===== config.mk =====
export PLATFORM = sky130hd
export DESIGN_NAME = mem_fill_arbiter
export DESIGN_NICKNAME = d
export VERILOG_FILES = /design/src/rtl/mem_fill_arbiter.sv
export SDC_FILE = /design/constraint.sdc
export NUM_CORES = 1
export LEC_CHECK = 0
export ABC_AREA = 1
export CORE_UTILIZATION = 23
export DETAILED_ROUTE_END_ITERATION = 8
export PLACE_DENSITY = 0.62
export RECOVER_POWER = 25
export SKIP_LAST_GASP = 1
export SYNTH_ARGS = -nofsm -noshare
export SYNTH_HDL_FRONTEND = slang
export SYNTH_SLANG_ARGS = --single-unit

===== constraint.sdc =====
create_clock -name clk -period 1.38 [get_ports clk]
set_input_delay 0.207 -clock clk [delete_from_list [all_inputs] [get_ports clk]]
set_output_delay 0.207 -clock clk [all_outputs]
set_load 0.02 [all_outputs]

===== src/rtl/mem_fill_arbiter.sv =====
// Arbitrates the shared main memory between I-cache fills, D-cache fills and D-cache write-throughs.
// Grant registered (access one cycle after request seen); fills issue WORDS back-to-back reads and steer returns.
module mem_fill_arbiter #(
    parameter int ADDR_W = 16,
    parameter int DATA_W = 16,
    parameter int WORDS  = 8
) (
    input  logic              clk,
    input  logic              rst_n,
    input  logic              i_miss,
    input  logic [ADDR_W-1:0] i_miss_addr,
    input  logic              d_miss,
    input  logic [ADDR_W-1:0] d_miss_addr,
    input  logic              d_wr_req,
    input  logic [ADDR_W-1:0] d_wr_addr,
    input  logic [DATA_W-1:0] d_wr_data,
    output logic              mem_en,
    output logic              mem_wr,
    output logic [ADDR_W-1:0] mem_addr,
    output logic [DATA_W-1:0] mem_wdata,
    input  logic [DATA_W-1:0] mem_rdata,
    input  logic              mem_data_valid,
    output logic [DATA_W-1:0] fill_data,
    output logic              i_fill_we,
    output logic              d_fill_we,
    output logic [2:0]        fill_word,
    output logic              i_fill_done,
    output logic              d_fill_done,
    output logic              d_wr_ack,
    output logic              busy
);
    typedef enum logic [1:0] {IDLE, WRITE, FILL} state_t;

    localparam logic [3:0]        WORDS_C  = 4'(WORDS);
    localparam logic [ADDR_W-1:0] BLK_MASK = ~ADDR_W'(2 * WORDS - 1);

    state_t            state;
    logic              owner;
    logic [ADDR_W-1:0] base;
    logic [3:0]        issue_cnt;
    logic [3:0]        recv_cnt;
    logic [ADDR_W-1:0] miss_base;
    logic              fill_active;
    logic              last_word;

    assign miss_base = (d_miss ? d_miss_addr : i_miss_addr) & BLK_MASK;

    // The first read is issued straight from the grant, so issue_cnt counts words already issued.
    always_ff @(posedge clk or negedge rst_n) begin
        if (!rst_n) begin
            state     <= IDLE;
            owner     <= 1'b0;
            base      <= '0;
            issue_cnt <= '0;
            recv_cnt  <= '0;
            mem_en    <= 1'b0;
            mem_wr    <= 1'b0;
            mem_addr  <= '0;
            mem_wdata <= '0;
            d_wr_ack  <= 1'b0;
        end else begin
            mem_en    <= 1'b0;
            mem_wr    <= 1'b0;
            mem_addr  <= '0;
            mem_wdata <= '0;
            d_wr_ack  <= 1'b0;
            case (state)
                IDLE: begin
                    if (d_wr_req) begin
                        state     <= WRITE;
                        mem_en    <= 1'b1;
                        mem_wr    <= 1'b1;
                        mem_addr  <= d_wr_addr;
                        mem_wdata <= d_wr_data;
                        d_wr_ack  <= 1'b1;
                    end else if (d_miss || i_miss) begin
                        state     <= FILL;
                        owner     <= d_miss;
                        base      <= miss_base;
                        mem_en    <= 1'b1;
                        mem_addr  <= miss_base;
                        issue_cnt <= 4'd1;
                        recv_cnt  <= 4'd0;
                    end
                end
                WRITE: state <= IDLE;
                FILL: begin
                    if (issue_cnt < WORDS_C) begin
                        mem_en    <= 1'b1;
                        mem_addr  <= base + ADDR_W'({issue_cnt, 1'b0});
                        issue_cnt <= issue_cnt + 4'd1;
                    end
                    if (mem_data_valid) begin
                        recv_cnt <= recv_cnt + 4'd1;
                        if (last_word) state <= IDLE;
                    end
                end
                default: state <= IDLE;
            endcase
        end
    end

    // Returns are steered combinationally so each word is written in the cycle it arrives.
    assign fill_active = (state == FILL) && mem_data_valid;
    assign last_word   = (recv_cnt == WORDS_C - 4'd1);
    assign i_fill_we   = fill_active && !owner;
    assign d_fill_we   = fill_active && owner;
    assign i_fill_done = i_fill_we && last_word;
    assign d_fill_done = d_fill_we && last_word;
    assign fill_data   = fill_active ? mem_rdata : '0;
    assign fill_word   = fill_active ? recv_cnt[2:0] : 3'd0;
    assign busy        = (state != IDLE);
endmodule


==> results_dict.tcl <==
set metrics [dict create \
    syn-mean-instance-area_um2 7.72 \
    violations "negative setup slack" \
    arrival_ns 1.35 \
    dp.cells 639 \
    p_sw_mw 2.43 \
    grt_pass1_wl_um 12500 \
    drt-pass1-iter-count 5 \
    fp.dieH_um 109 \
    dpl.hpwl_um 6000 \
    switching_share_pct 32.9 \
    min_period_ns 1.56 \
    required_ns 1.17 \
    portBuffers 136 \
    clk_path_buf_depth 2 \
    clkLatencyLatePin_ns 0.33 \
    drc 0 \
    hold_path.class "primary input to register" \
    crit_path_start "state[0]" \
    critPathMaxFanout 8 \
    yosys.cell_types.count 23 \
    total_power_mw 7.39 \
    crit_type "register to output port" \
    numCtsBuffers 9 \
    gp_congestion 0.735 \
    overflow 0 \
    grt_pass1_vias 2713 \
    synth_top_cell_by_area "dfrtp_1" \
    fin_ws_ns -0.177 \
    ys_seq_area_share_pct 53.9 \
    wl_um 8250 \
    period_share_pct 113 \
    groute.usage.overall_pct 13.9 \
    hp-start "d_wr_data[7]" \
    ys.warnings.count 0 \
    drv_slew 0 \
    start_util_pct 24.0 \
    syn-num-nets 431 \
    cpMaxStageDelayCell "dfrtp_1" \
    outcome "finished with violations" \
    ioPinCount 145 \
    antenna_found_initial 0 \
    final_cells 665 \
    wl_per_cell_um 12.4 \
    dieArea_mm2 0.0119 \
    slew_headroom_pct 47.8 \
    ys.flop_type "dfrtp_1" \
    p_comb_share_pct 37.3 \
    cts_root_buf "clkbuf_16" \
    rsz0062_at_grt "true" \
    timing.critical_path.to_type "output port" \
    ant_nets 0 \
    tightest_slew_ns 0.783 \
    yosys-top-cells-area "dfrtp_1 (54%), nand2_1 (19%), nor2_1 (6.5%), nand3_1 (5.9%), inv_1 (4.0%)" \
    first_iter_violations 75 \
    detailroute.via_count 2835 \
    clkPwrFrac_pct 31.3 \
    yosysTopAreaCellShare_pct 53.9 \
    share_seq_of_total_power_pct 31.4 \
    rows 38 \
    clock.fmax_ghz 0.642 \
    cellInternalPower_mw 4.96 \
    setup_viol 44 \
    syn_inst 343 \
    power_density_mw_per_mm2 1490 \
    path_clk_slew_ns 0.05 \
    r2r-start "state[1]" \
    coreArea_mm2 0.0110 \
    fillers 1073 \
    fin_nets 609 \
    async_reset_ff_share_pct 100 \
    htreeDepth 3 \
    synth_seq_cells 57 \
    finalHoldViolations 0 \
    p_leak_nw 2.65 \
    cp_cell_sequence "inv_2 > nand3_4 > buf_6 > nor2_1 > buf_4" \
    finClkSkew_ns 0.00379 \
    die_x_um 109 \
    syn2layout_area_growth_pct 87.9 \
    peakVddDrop_mv 0.683 \
    drv_cap 0 \
    vias_per_cell 4.26 \
    crit_path_start_kind "register" \
    synth-edff-count 0 \
    syn_area_mm2 0.00265 \
    cts_sinks 57 \
    layout-drive-gt1-share_pct 23.4 \
    diodes 0 \
    grt_max_degree 58 \
    slowest_delay_ns 0.39 \
    cts_tree "done" \
]
## worst max-delay path: cells and delay by family (launching register included)
family        cells  cell delay [ns]
simple gates      2             0.21
flops             1             0.39
buf+inv           3             0.42
## logic make-up after synthesis
family,count (synthesis),share of synthesized area (%)
adder cells (fa/ha/maj),2,0.945
flip-flops,57,53.9
buffers and inverters,46,7.47
AND/OR/NAND/NOR,227,35.5
AO/OA/AOI/OAI,11,2.22
## through the flow
stage | cell area [um2] | utilization, % | worst slack [ns] | hold slack (ns) | setup TNS [ns]
floorplan | 2650 | - | -0.00228 | -0.0886 | -0.00456
global placement | 4400 | 39.9 | -0.535 | 0.236 | -16.22
detailed placement | 4400 | 39.9 | -0.595 | 0.240 | -17.61
CTS | 4740 | 43.0 | -0.167 | 0.403 | -3.38
global route | 4970 | 45.1 | -0.238 | 0.414 | -8.13
finish | 4970 | 45.1 | -0.177 | 0.412 | -3.97
## power groups by stage
stage | Combinational (mW) | Sequential (mW) | Clock, mW
4_1_cts | 2.45 | 2.32 | 2.37
2_1_floorplan | 1.08 | 2.38 | 0
3_5_place_dp | 2.39 | 2.32 | 0
3_3_place_gp | 2.36 | 2.31 | 0
6_report | 2.76 | 2.32 | 2.32
5_1_grt | 3.05 | 2.37 | 2.45
## timing repair
| action | in CTS | in global routing |
|---|---|---|
| endpoints found under the setup margin | 59 | 50 |
| pin swaps | 2 | 4 |
| hold buffers | 1 | 0 |
| gates cloned | 1 | 2 |
| setup buffers | 3 | 6 |
| resized for setup | 179 | 48 |
| endpoints found under the hold margin | 57 | 0 |
## state kept, by name, indices dropped and copies added (netlist names)
name       flops
base          12
d_wr_ack       1
issue_cnt      4
mem_addr      16
mem_en         1
mem_wdata     16
owner          1
recv_cnt       4
state          2
## cell type report
type                            instances  area [um2]  share of cell area [%]
Clock buffer                           13         280                    5.64
Clock inverter                          2        35.0                   0.704
Inverter                               31         129                    2.59
Multi-Input combinational cell        240        1220                    24.5
Sequential cell                        57        1430                    28.7
Tap cell                              140         175                    3.52
Timing Repair Buffer                  182        1710                    34.3
## layout by cell type, fill, tap and decap left out, types with 2 or more instances in the layout
master,synthesis,routed
a21oi_1,3,2
buf_12,0,2
buf_2,11,2
buf_4,3,46
buf_6,0,18
clkbuf_16,0,10
clkbuf_8,0,4
clkdlybuf4s50_1,0,76
dfrtp_1,57,57
dlygate4sd2_1,0,35
inv_1,28,28
nand2_1,136,132
nand2_2,3,4
nand2_4,0,2
nand3_1,31,29
nand3_4,0,2
nand4_1,2,2
nor2_1,46,30
nor2_2,1,6
nor2_4,2,13
nor3_2,0,2
o21ai_1,6,6
## final timing paths
| kind | end | slack, ns | depth (start not counted) |
|---|---|---|---|
| min in group asynchronous | issue_cnt[0] | 0.60 | 3 |
| max | d_fill_we | -0.18 | 5 |
| max reg2reg | base[8] | -0.06 | 7 |
| min reg2reg | base[15] | 0.48 | 2 |
| max in group asynchronous | recv_cnt[0] | 0.26 | 3 |
| min | mem_wdata[7] | 0.41 | 3 |
## cells in the mapped netlist (2+ instances only)
master / instances
nand2_1: 136
dfrtp_1: 57
nor2_1: 46
nand3_1: 31
inv_1: 28
buf_2: 11
o21ai_1: 6
a21oi_1: 3
buf_4: 3
inv_2: 3
nand2_2: 3
ha_1: 2
nand4_1: 2
nor2_4: 2
nor3_1: 2
## routing by layer
layer / wire (um) / part of all wire [%] / track usage, %
met3: 722 / 8.8 / 5.02
met4: 113 / 1.4 / 6.29
met5: 0 / 0 / 0
met2: 3960 / 48 / 23.2
met1: 3450 / 42 / 15.9
(Power assumes the default switching activity.)
